--- config.mk ---
export PLATFORM = sky130hd
export DESIGN_NAME = kmap_sweep_ctrl_flat
export DESIGN_NICKNAME = d
export VERILOG_FILES = /design/src/rtl/kmap_sweep_ctrl_if.sv /design/src/rtl/kmap_sweep_ctrl.sv /design/src/flat_wrapper.sv
export SDC_FILE = /design/constraint.sdc
export NUM_CORES = 1
export LEC_CHECK = 0
export ABC_CLOCK_PERIOD_IN_PS = 4400
export BUFFER_PORTS_ARGS = -buffer_cell sky130_fd_sc_hd__clkbuf_2
export CORE_ASPECT_RATIO = 1.25
export CORE_MARGIN = 3
export CORE_UTILIZATION = 57
export DETAILED_ROUTE_END_ITERATION = 12
export PLACE_DENSITY = 0.81
export SYNTH_ARGS = -nofsm -noshare
export SYNTH_HDL_FRONTEND = slang
export SYNTH_SLANG_ARGS = --single-unit
--- constraint.sdc ---
create_clock -name clk -period 4.4 [get_ports clk]
set_input_delay 0.44 -clock clk [delete_from_list [all_inputs] [get_ports clk]]
set_output_delay 0.44 -clock clk [all_outputs]
set_load 0.1 [all_outputs]
--- src/rtl/kmap_sweep_ctrl_if.sv ---
`default_nettype none
// ============================================================================
// kmap_sweep_ctrl_if : control, evaluator and result signals of the sweep
// sequencer.  Rev 1.0
// ============================================================================
interface kmap_sweep_ctrl_if;
  logic        start;
  logic        abort;
  logic        a;
  logic        b;
  logic        c;
  logic        d;
  logic        f_in;
  logic        busy;
  logic        done;
  logic        pass;
  logic [15:0] truth_table;
  logic [4:0]  mismatch_cnt;
  logic [3:0]  first_err;
  logic        err_valid;

  // master: lab top level plus the evaluator it wires to a..d / f_in
  modport master (
    output start, abort, f_in,
    input  a, b, c, d, busy, done, pass, truth_table, mismatch_cnt,
           first_err, err_valid
  );

  // slave: the sweep sequencer itself
  modport slave (
    input  start, abort, f_in,
    output a, b, c, d, busy, done, pass, truth_table, mismatch_cnt,
           first_err, err_valid
  );
endinterface
`default_nettype wire

--- src/rtl/kmap_sweep_ctrl.sv ---
`default_nettype none
// ============================================================================
// kmap_sweep_ctrl : sweeps {A,B,C,D}=0..15 into the K-map evaluator, captures
// F into a truth table and grades it against EXPECTED.  Rev 1.0
// ============================================================================
module kmap_sweep_ctrl #(
  parameter int unsigned SETTLE   = 0,
  parameter logic [15:0] EXPECTED = 16'h6545
) (
  input  logic             clk,
  input  logic             rst_n,
  kmap_sweep_ctrl_if.slave bus
);

  typedef enum logic [1:0] {
    ST_IDLE  = 2'd0,
    ST_SWEEP = 2'd1,
    ST_CHECK = 2'd2,
    ST_DONE  = 2'd3
  } state_t;

  localparam logic [3:0] SETTLE_LIM = 4'(SETTLE);

  state_t      state_q, state_d;
  logic [3:0]  idx_q, idx_d;
  logic [3:0]  settle_q, settle_d;
  logic [15:0] tt_q, tt_d;
  logic        pass_q, pass_d;
  logic [4:0]  mcnt_q, mcnt_d;
  logic [3:0]  ferr_q, ferr_d;
  logic        errv_q, errv_d;

  logic [15:0] diff;
  logic [4:0]  diff_cnt;
  logic [3:0]  diff_first;

  // Downward scan so the last hit written is the lowest mismatching index.
  always_comb begin
    diff       = tt_q ^ EXPECTED;
    diff_cnt   = '0;
    diff_first = '0;
    for (int i = 15; i >= 0; i--) begin
      if (diff[i]) diff_first = 4'(i);
      diff_cnt = diff_cnt + 5'(diff[i]);
    end
  end

  always_comb begin
    state_d  = state_q;
    idx_d    = idx_q;
    settle_d = settle_q;
    tt_d     = tt_q;
    pass_d   = pass_q;
    mcnt_d   = mcnt_q;
    ferr_d   = ferr_q;
    errv_d   = errv_q;

    case (state_q)
      ST_IDLE: begin
        if (bus.start) begin
          state_d  = ST_SWEEP;
          idx_d    = '0;
          settle_d = '0;
          tt_d     = '0;
          pass_d   = 1'b0;
          mcnt_d   = '0;
          ferr_d   = '0;
          errv_d   = 1'b0;
        end
      end

      ST_SWEEP, ST_CHECK: begin
        if (bus.abort) begin
          state_d  = ST_IDLE;
          idx_d    = '0;
          settle_d = '0;
          tt_d     = '0;
          pass_d   = 1'b0;
          mcnt_d   = '0;
          ferr_d   = '0;
          errv_d   = 1'b0;
        end else if (state_q == ST_CHECK) begin
          state_d = ST_DONE;
          pass_d  = (diff_cnt == 5'd0);
          mcnt_d  = diff_cnt;
          ferr_d  = diff_first;
          errv_d  = (diff_cnt != 5'd0);
        end else if (settle_q == SETTLE_LIM) begin
          tt_d[idx_q] = bus.f_in;
          if (idx_q == 4'd15) begin
            state_d = ST_CHECK;
          end else begin
            idx_d    = idx_q + 4'd1;
            settle_d = '0;
          end
        end else begin
          settle_d = settle_q + 4'd1;
        end
      end

      ST_DONE: state_d = ST_IDLE;

      default: state_d = ST_IDLE;
    endcase
  end

  always_ff @(posedge clk) begin
    if (!rst_n) begin
      state_q  <= ST_IDLE;
      idx_q    <= '0;
      settle_q <= '0;
      tt_q     <= '0;
      pass_q   <= 1'b0;
      mcnt_q   <= '0;
      ferr_q   <= '0;
      errv_q   <= 1'b0;
    end else begin
      state_q  <= state_d;
      idx_q    <= idx_d;
      settle_q <= settle_d;
      tt_q     <= tt_d;
      pass_q   <= pass_d;
      mcnt_q   <= mcnt_d;
      ferr_q   <= ferr_d;
      errv_q   <= errv_d;
    end
  end

  // The applied vector is always the current index, so a..d come straight
  // from idx_q (0 after reset/abort, held at 1111 once the sweep completes).
  assign bus.a            = idx_q[3];
  assign bus.b            = idx_q[2];
  assign bus.c            = idx_q[1];
  assign bus.d            = idx_q[0];
  assign bus.busy         = (state_q == ST_SWEEP) || (state_q == ST_CHECK);
  assign bus.done         = (state_q == ST_DONE);
  assign bus.pass         = pass_q;
  assign bus.truth_table  = tt_q;
  assign bus.mismatch_cnt = mcnt_q;
  assign bus.first_err    = ferr_q;
  assign bus.err_valid    = errv_q;

endmodule
`default_nettype wire

--- src/flat_wrapper.sv ---
// flat-port wrapper written by rule: the top's interface ports become plain ports
module kmap_sweep_ctrl_flat 
#(
  parameter int unsigned SETTLE   = 0,
  parameter logic [15:0] EXPECTED = 16'h6545
)
  (clk, rst_n, bus_start, bus_abort, bus_f_in, bus_a, bus_b, bus_c, bus_d, bus_busy, bus_done, bus_pass, bus_truth_table, bus_mismatch_cnt, bus_first_err, bus_err_valid);
  kmap_sweep_ctrl_if bus_i ();
  input  logic clk;
  input  logic rst_n;
  input wire logic [$bits(bus_i.start)-1:0] bus_start;
  input wire logic [$bits(bus_i.abort)-1:0] bus_abort;
  input wire logic [$bits(bus_i.f_in)-1:0] bus_f_in;
  output wire logic [$bits(bus_i.a)-1:0] bus_a;
  output wire logic [$bits(bus_i.b)-1:0] bus_b;
  output wire logic [$bits(bus_i.c)-1:0] bus_c;
  output wire logic [$bits(bus_i.d)-1:0] bus_d;
  output wire logic [$bits(bus_i.busy)-1:0] bus_busy;
  output wire logic [$bits(bus_i.done)-1:0] bus_done;
  output wire logic [$bits(bus_i.pass)-1:0] bus_pass;
  output wire logic [$bits(bus_i.truth_table)-1:0] bus_truth_table;
  output wire logic [$bits(bus_i.mismatch_cnt)-1:0] bus_mismatch_cnt;
  output wire logic [$bits(bus_i.first_err)-1:0] bus_first_err;
  output wire logic [$bits(bus_i.err_valid)-1:0] bus_err_valid;
  assign bus_i.start = bus_start;
  assign bus_i.abort = bus_abort;
  assign bus_i.f_in = bus_f_in;
  assign bus_a = bus_i.a;
  assign bus_b = bus_i.b;
  assign bus_c = bus_i.c;
  assign bus_d = bus_i.d;
  assign bus_busy = bus_i.busy;
  assign bus_done = bus_i.done;
  assign bus_pass = bus_i.pass;
  assign bus_truth_table = bus_i.truth_table;
  assign bus_mismatch_cnt = bus_i.mismatch_cnt;
  assign bus_first_err = bus_i.first_err;
  assign bus_err_valid = bus_i.err_valid;
  kmap_sweep_ctrl #(.SETTLE(SETTLE), .EXPECTED(EXPECTED)) u_core (.clk(clk), .rst_n(rst_n), .bus(bus_i));
endmodule
[Yosys cells after proc, flatten, opt, wreduce, memory -nomap -nowiden]
Index checks and enable logic that the tools add are counted.
Word-level totals
  word-level logic and storage cells: 108
  output and inout bits: 33
  bits of input ports: 5
  flip-flop bits (word level): 37
Operators by class
  mux-type cells: 55
  bitwise gates (word level): 1
  add/subtract/negate cells: 17
  magnitude comparators: 2
  equality and inequality tests: 12
  reduce and logical (&&, ||, !) cells: 13
Operators by type and width (count)
  4-bit 2-to-1 mux: 27
  5-bit by 1-bit adder with 5-bit output: 14
  16-bit 2-to-1 mux: 4
  16-bit one-hot mux with 2 select lines: 1
  4-bit one-hot mux with 2 select lines: 3
  16-bit bitwise mux: 1
  5-bit 2-to-1 mux: 3
  2-bit 2-to-1 mux: 5
  5-bit one-hot mux with 2 select lines: 1
  4-bit by 1-bit adder with 4-bit output, second input constant: 2
  4-bit by 2-bit inequality test with 1-bit output, second input constant: 2
  4-bit AND reduction: 2
  7-bit inverter: 1
  1-bit 2-to-1 mux: 6
  3-bit by 2-bit inequality test with 1-bit output, second input constant: 2
  3-bit inequality test, second input constant: 2
  2-bit one-hot mux with 3 select lines: 1
  3-bit AND reduction: 2
  5-bit logical NOT: 1
  4-bit by 5-bit less-than comparator with 1-bit output, second input constant: 1
  5-bit AND reduction: 1
  5-bit nonzero test: 1
  1-bit demux with 4-bit select: 1
  2-bit equality test, second input constant: 2
  other kinds (13): 14

[Longest topological paths before layout]
Gate-level depths: netlist of run 1.
  word-level depth: 20
  mapped depth: 15
  gate-level depth less buffers: 15

[Least setup slack after synthesis of run 1]
No wires, ideal clock.
  kind: register -> register
  from: reg u_core.tt_q[14] (netlist: u_core.bus.truth_table[14])
  to: reg u_core.pass_q (netlist: u_core.bus.pass)
  setup time: 0.116 ns
  clock period less this slack: 4.773 ns
  buffers on the path: 0
  data required time: 4.284 ns
  arrival time: 4.657 ns
  cell stages (with the launch flop): 14
  slack: -0.373 ns
  cells stage by stage: dfxtp_1 > inv_1 > ha_1 > fa_1 > inv_1 > fa_1 > fa_1 > inv_1 > fa_1 > fa_1 > inv_1 > fa_1 > and4b_1 > a41o_1
On the way
  longest elaborated chain between the ends: 20
RTL lines
  start: declaration: RTL line kmap_sweep_ctrl.sv:27  | logic [15:0] tt_q, tt_d;
  start signal: assignment: RTL line kmap_sweep_ctrl.sv:121  | tt_q <= tt_d;
  7-bit inverter (no line)
  1-bit by 1-bit adder with 2-bit output: RTL line kmap_sweep_ctrl.sv:44  | diff_cnt = diff_cnt + 5'(diff[i]);
  5-bit by 1-bit adder with 5-bit output (14 in a row): RTL line kmap_sweep_ctrl.sv:44
  5-bit logical NOT: RTL line kmap_sweep_ctrl.sv:84  | pass_d = (diff_cnt == 5'd0);
  1-bit 2-to-1 mux: RTL line kmap_sweep_ctrl.sv:82  | end else if (state_q == ST_CHECK) begin
  1-bit 2-to-1 mux: RTL line kmap_sweep_ctrl.sv:73  | if (bus.abort) begin
  1-bit one-hot mux with 2 select lines: RTL line kmap_sweep_ctrl.sv:58  | case (state_q)
  end signal: assignment: RTL line kmap_sweep_ctrl.sv:122  | pass_q <= pass_d;
  end: declaration: RTL line kmap_sweep_ctrl.sv:28  | logic pass_q, pass_d;
No other way between the ends. The select of a mux whose other input is x is not followed.
A chain may end at the register's enable or synchronous reset.

[Worst setup path in the final report of run 1]
Ends and elaborated chain as after synthesis.

==> qor.txt, run 1 <==
Crit end category: flip-flop
Worst R2R Setup Slack: 0.21 ns
Mapped cell area: 2500 um2
Tot GR Track Use: 0.250
Grt total ovfl: 0
Setup TNS: 0 ns
Die area: 5230 um2
RSZ-0062 raised after global routing: no
Fin crit period: 4.19 ns
Largest net degree at the start of global routing: 32
Hpwl dp: 4.42 mm
Initial Util: 0.601
Worst R2R End: u_core.bus.pass$_SDFFE_PN0P_
Most frequent cells after synthesis: dfxtp_1, inv_1, a21oi_1
Clock root cell: clkbuf_8
Synth warn: 0
CTS buffer count: 5
Synth Instances: 303
Cell with the most instances after synthesis: dfxtp_1
Rows: 26
Clk_lat worst skew: 0.30 ns
Die Span Y: 80.1 um
DRC Markers: 0
Worst min path class: reg -> reg
CTS resizes: 0
Worst rel slew slack: 0.335
First-pass GRT wire length: 10.3 mm
Power per cell area: 356 nW/um2
CP Class: reg -> reg
Clk sinks: 37
Min-Delay Path Depth: 2
DRT antenna net count: 0
Final setup violation count: 0
Peak supply drop: 0.000245 V
Crit path arrival time: 4.39 ns
Via count: 2362
Worst-Margin Slew: 0.997 ns
Final Hold Fails: 0
Hold Buf Count CTS: 0
Placeable Area: 4160 um2
DRT iter0 DRCs: 163
Drt total wl: 6.13 mm
Final period util: 0.953
Max-Cap Viols: 0
EDFF count, synth: 0
Area leader, netlist: dfxtp_1
Drt first pass iters: 4
Syn_area_per_cell: 8.26 um2
Antenna violations before repair: 0
Post-synth ARST share: 0
Outcome: complete, no violations
Top post-synthesis cells by area: dfxtp_1, fa_1, ha_1, a21oi_1, o21ai_0
Worst Clk Skew: 0.00765 ns
Post-synth cell types: 55
Crit path max fanout: 5
Pins Over Slew Limit: 0
ANT cells: 0
Hold path start: u_core.bus.first_err[3]$_SDFFE_PN0P_
Register bit total from synthesis: 37
Hold Path End: u_core.bus.first_err[3]$_SDFFE_PN0P_
Cell leakage power: 0.00110 uW
Post-synth top area share: 0.296
R2R Path Start: u_core.bus.truth_table[14]$_SDFFE_PN0P_
Syn nets: 334
Via density: 6.20
Ratio of cells with drive above 1 in the final layout: 0.175
CTS tree: built
Overall power: 991 uW
Chip width: 65.3 um
Gp weighted congestion: 0.859
Post-synthesis sequential area ratio: 0.296
Commonest register cell after synthesis: dfxtp_1
Worst-path clk slew: 0.08 ns
Maximum clock insertion buffer count: 2
Element type at the critical path start: flip-flop
Max Freq: 0.239 GHz
Input/output buffers: 37
Synth-to-Final Area Change: 11.3%
Worst R2R Path Depth: 15
IO Count: 38
Routed length per instance: 16.1 um
Post-CTS setup buffer count: 0
CTS H-tree depth: 2
Worst EP required: 4.60 ns
Nets: 355
Vias in the first global route: 2218
==> metrics by stage <==
step	worst slack [ns]	std cells	util	cell area [um2]	hold WS, ns
finish	0.209	381	0.669	2790	0.454
global route	0.0365	381	0.669	2790	0.482
CTS	0.228	381	0.669	2790	0.457
detailed placement	0.216	373	0.637	2650	0.445
global placement	0.286	373	0.637	2650	0.441
floorplan	0.00396	303	-	2510	0.480
==> kinds of logic (layout without fill, tap and decap cells) <==
logic type | after synthesis | count (layout) | share of synthesized area
xor gates and xnor gates | 2 | 2 | 0.00700
DFF | 37 | 37 | 0.296
buffers and inverters | 57 | 79 | 0.101
AOI/OAI and AO/OA | 95 | 95 | 0.227
and+or+nand+nor | 86 | 86 | 0.209
adders and majority gates | 26 | 26 | 0.160
==> registers in the layout, indices dropped and copies added, names as in the netlist <==
signal and flops:
u_core.state_q 2, u_core.bus.mismatch_cnt 5, u_core.idx_q 4, u_core.settle_q 4, u_core.bus.err_valid 1, u_core.bus.first_err 4, u_core.bus.truth_table 16, u_core.bus.pass 1
==> area by class of cell <==
cell class	count	area (um2)
sequential	37	751
multi-input combinational	209	1520
timing repair buffer	38	193
clock buffer	5	68.8
tap	56	70.1
fill	381	1380
inverter	33	124
clock inverter	3	65.1
==> critical path: stages (launching register included) <==
cell and delay (ns):
dfxtp_4 0.36, inv_1 0.04, ha_1 0.29, fa_1 0.48, inv_1 0.05, fa_1 0.47
fa_1 0.52, inv_1 0.05, fa_1 0.49, fa_1 0.18, inv_1 0.05, fa_1 0.39
nor2b_1 0.11, o21ai_0 0.10, and4b_1 0.24, a41o_1 0.24
==> power breakdown <==
group,switching [uW],total [uW],internal (uW)
logic,217,286,69.2
registers,7.31,349,342
clock network,130,355,225
total,354,991,636
==> worst max-delay path by stage <==
stage | start | to | slack (ns)
detailed placement | u_core.bus.truth_table[14]$_SDFFE_PN0P_ | u_core.bus.err_valid$_SDFFE_PN0P_ | 0.22
global placement | u_core.bus.truth_table[14]$_SDFFE_PN0P_ | u_core.bus.pass$_SDFFE_PN0P_ | 0.29
finish | u_core.bus.truth_table[14]$_SDFFE_PN0P_ | u_core.bus.pass$_SDFFE_PN0P_ | 0.21
floorplan | u_core.bus.truth_table[1]$_SDFFE_PN0P_ | u_core.bus.pass$_SDFFE_PN0P_ | 0.004
global route | u_core.bus.truth_table[14]$_SDFFE_PN0P_ | u_core.bus.err_valid$_SDFFE_PN0P_ | 0.04
CTS | u_core.bus.truth_table[14]$_SDFFE_PN0P_ | u_core.bus.err_valid$_SDFFE_PN0P_ | 0.23
==> per-layer routing <==
layer	share of wire	routed length, um	GRT usage
met2	0.51	3130	0.432
met5	0	0	0
met1	0.42	2550	0.303
met3	0.047	290	0.0378
met4	0.025	151	0.112
==> cell usage in the layout (no fill, tap or decap), drive strengths merged, types with 5 or more instances in the layout <==
cell type | Yosys | routed
a31oi | 19 | 19
nand4 | 17 | 17
clkbuf | 16 | 42
nor2 | 8 | 8
a21oi | 30 | 30
ha | 16 | 16
o21ai | 27 | 27
inv | 33 | 33
dfxtp | 37 | 37
nand3 | 10 | 10
fa | 10 | 10
nand2 | 13 | 13
nor3 | 5 | 5
nor2b | 6 | 6
Note: power is estimated with default switching activity, not from simulation.
==> run 2: changes to the inputs <==
==> constraint.sdc (replaced) <==
create_clock -name clk -period 4.4 [get_ports clk]
set_input_delay 0.44 -clock clk [delete_from_list [all_inputs] [get_ports clk]]
set_output_delay 0.44 -clock clk [all_outputs]
set_load 0.01 [all_outputs]
==> run 2 against run 1 <==
Fmax down 1.1%. Register-to-register slack got worse by 0.05 ns. Core utilization decreased by 0.21 points. Die area unchanged.
==> qor.txt, run 2 (same netlist as run 1, synthesis figures left out) <==
DRT antenna net count: 0 (unchanged)
Max Freq: 0.236 GHz (was 0.239 GHz)
Vias in the first global route: 2135 (was 2218)
Maximum clock insertion buffer count: 2 (unchanged)
DRC Markers: 0 (unchanged)
DRT iter0 DRCs: 185 (was 163)
Die Span Y: 80.1 um (unchanged)
CTS resizes: 0 (unchanged)
Area occupied by multi-input gates: 1520 um2 (unchanged)
Synth-to-Final Area Change: 11.0% (was 11.3%)
Die area: 5230 um2 (unchanged)
CP Class: reg -> reg (unchanged)
Post-CTS setup buffer count: 0 (unchanged)
Commonest non-fill, non-tap cell in the layout: clkbuf_2 (unchanged)
Grt total ovfl: 0 (unchanged)
Worst Setup EP: u_core.bus.err_valid$_SDFFE_PN0P_ (was u_core.bus.pass$_SDFFE_PN0P_)
CTS tree: built (unchanged)
IO Count: 38 (unchanged)
Crit. Startpoint: u_core.bus.truth_table[14]$_SDFFE_PN0P_ (unchanged)
DP Cell Count: 373 (unchanged)
Worst R2R Setup Slack: 0.16 ns (was 0.21 ns)
Final period util: 0.963 (was 0.953)
Clk_lat worst skew: 0.30 ns (about the same)
Final setup violation count: 0 (unchanged)
Nets: 355 (unchanged)
Via density: 6.16 (was 6.20)
Worst rel slew slack: 0.294 (was 0.335)
CTS H-tree depth: 2 (unchanged)
Routed length per instance: 16.0 um (was 16.1 um)
Input/output buffers: 37 (unchanged)
Peak supply drop: 0.000189 V (was 0.000245 V)
Layout Cells excl Fill: 381 (unchanged)
Antenna violations before repair: 0 (unchanged)
Chip width: 65.3 um (unchanged)
Fin crit period: 4.24 ns (was 4.19 ns)
Power per cell area: 337 nW/um2 (was 356 nW/um2)
ANT cells: 0 (unchanged)
Worst R2R Path Depth: 15 (unchanged)
Largest net degree at the start of global routing: 32 (unchanged)
Crit path max fanout: 5 (unchanged)
Cell leakage power: 0.00109 uW (was 0.00110 uW)
Worst-path clk slew: 0.08 ns (about the same)
Worst min path class: reg -> reg (unchanged)
Layout Utilization: 0.667 (was 0.669)
Fill cells: 383 (was 381)
Crit path arrival time: 4.44 ns (was 4.39 ns)
Setup TNS: 0 ns (unchanged)
RSZ-0062 raised after global routing: no (unchanged)
Ratio of cells with drive above 1 in the final layout: 0.160 (was 0.175)
Placeable Area: 4160 um2 (unchanged)
Gp weighted congestion: 0.905 (was 0.859)
Via count: 2347 (was 2362)
Sequential Area: 742 um2 (was 751 um2)
Drt total wl: 6.09 mm (was 6.13 mm)
Initial Util: 0.601 (unchanged)
Worst EP required: 4.60 ns (about the same)
CTS buffer count: 5 (unchanged)
Pins Over Slew Limit: 0 (unchanged)
Design area: 2780 um2 (was 2790 um2)
Drt first pass iters: 4 (unchanged)
Worst R2R End: u_core.bus.err_valid$_SDFFE_PN0P_ (was u_core.bus.pass$_SDFFE_PN0P_)
R2R Path Start: u_core.bus.truth_table[14]$_SDFFE_PN0P_ (unchanged)
Tot GR Track Use: 0.244 (was 0.250)
Max reg flops: 16 (unchanged)
Hpwl dp: 4.35 mm (was 4.42 mm)
Clock root cell: clkbuf_8 (unchanged)
Crit end category: flip-flop (unchanged)
Rows: 26 (unchanged)
Outcome: complete, no violations (unchanged)
Clk sinks: 37 (unchanged)
First-pass GRT wire length: 10.1 mm (was 10.3 mm)
Worst-Margin Slew: 1.06 ns (was 0.997 ns)
Commonest non-fill, non-tap cells in the layout: clkbuf_2, dfxtp_1, inv_1 (was clkbuf_2, inv_1, dfxtp_1)
Worst hold margin: 0.453 ns (was 0.454 ns)
Worst Clk Skew: 0.00867 ns (was 0.00765 ns)
Element type at the critical path start: flip-flop (unchanged)
DP Area: 2640 um2 (was 2650 um2)
Hold Buf Count CTS: 0 (unchanged)
Max-Cap Viols: 0 (unchanged)
Final Hold Fails: 0 (unchanged)
[run 2: changes by cell type in the layout (fill, tap and decap cells not counted)]
cell | before | now
dfxtp_1 | 31 | 36
dfxtp_2 | 5 | 1
dfxtp_4 | 1 | 0
[run 2: report_power, final]
group	switching (uW)	leakage, uW	total (uW)	internal [uW]
Combinational	161	0.000727	230	69.3
Sequential	7.28	0.000299	350	342
Clock	131	0.0000681	356	225
[run 2: cell type report]
class	instances	share of cell area
flip-flops and latches	37	0.267
clock inverters	3	0.0234
multi-input cells	209	0.545
well taps	56	0.0252
repair buffers	38	0.0694
inverters	33	0.0446
clock buffers	5	0.0248
[run 2: worst min path at each step]
stage                                            startpoint                                 endpoint  slack (ns)  cells after the start
detailed placement  u_core.bus.mismatch_cnt[2]$_SDFFE_PN0P_  u_core.bus.mismatch_cnt[2]$_SDFFE_PN0P_        0.45                      2
global route        u_core.bus.mismatch_cnt[2]$_SDFFE_PN0P_  u_core.bus.mismatch_cnt[2]$_SDFFE_PN0P_        0.47                      2
CTS                 u_core.bus.mismatch_cnt[1]$_SDFFE_PN0P_  u_core.bus.mismatch_cnt[1]$_SDFFE_PN0P_        0.46                      2
global placement    u_core.bus.mismatch_cnt[1]$_SDFFE_PN0P_  u_core.bus.mismatch_cnt[1]$_SDFFE_PN0P_        0.44                      2
finish              u_core.bus.mismatch_cnt[1]$_SDFFE_PN0P_  u_core.bus.mismatch_cnt[1]$_SDFFE_PN0P_        0.45                      2
floorplan           u_core.bus.mismatch_cnt[1]$_SDFFE_PN0P_  u_core.bus.mismatch_cnt[1]$_SDFFE_PN0P_        0.48                      2
[run 2: metrics by stage]
stage          worst slack (ns)  power, uW
3_5_place_dp              0.133        585
2_1_floorplan             0.276        546
6_report                  0.162        936
5_1_grt                 0.00962        978
4_1_cts                   0.131        941
3_3_place_gp              0.238        579
[run 2: routing by layer]
metal  GRT usage  vias up  part of all wire
met5           0        -                 0
met4      0.0892        0             0.019
met3      0.0378       10             0.038
met2       0.408       60              0.50
met1       0.314     1141              0.44
li1            -     1136                 -
[run 2: worst max-delay path, cell delays in order (launching register included)]
cell and delay [ns]:
dfxtp_2 0.37, inv_1 0.06, ha_1 0.30, fa_1 0.48, inv_1 0.05, fa_1 0.49
fa_1 0.54, inv_1 0.05, fa_1 0.49, fa_1 0.18, inv_1 0.06, fa_1 0.40
nor2b_1 0.12, o21ai_0 0.09, and4b_1 0.23, a311oi_1 0.25
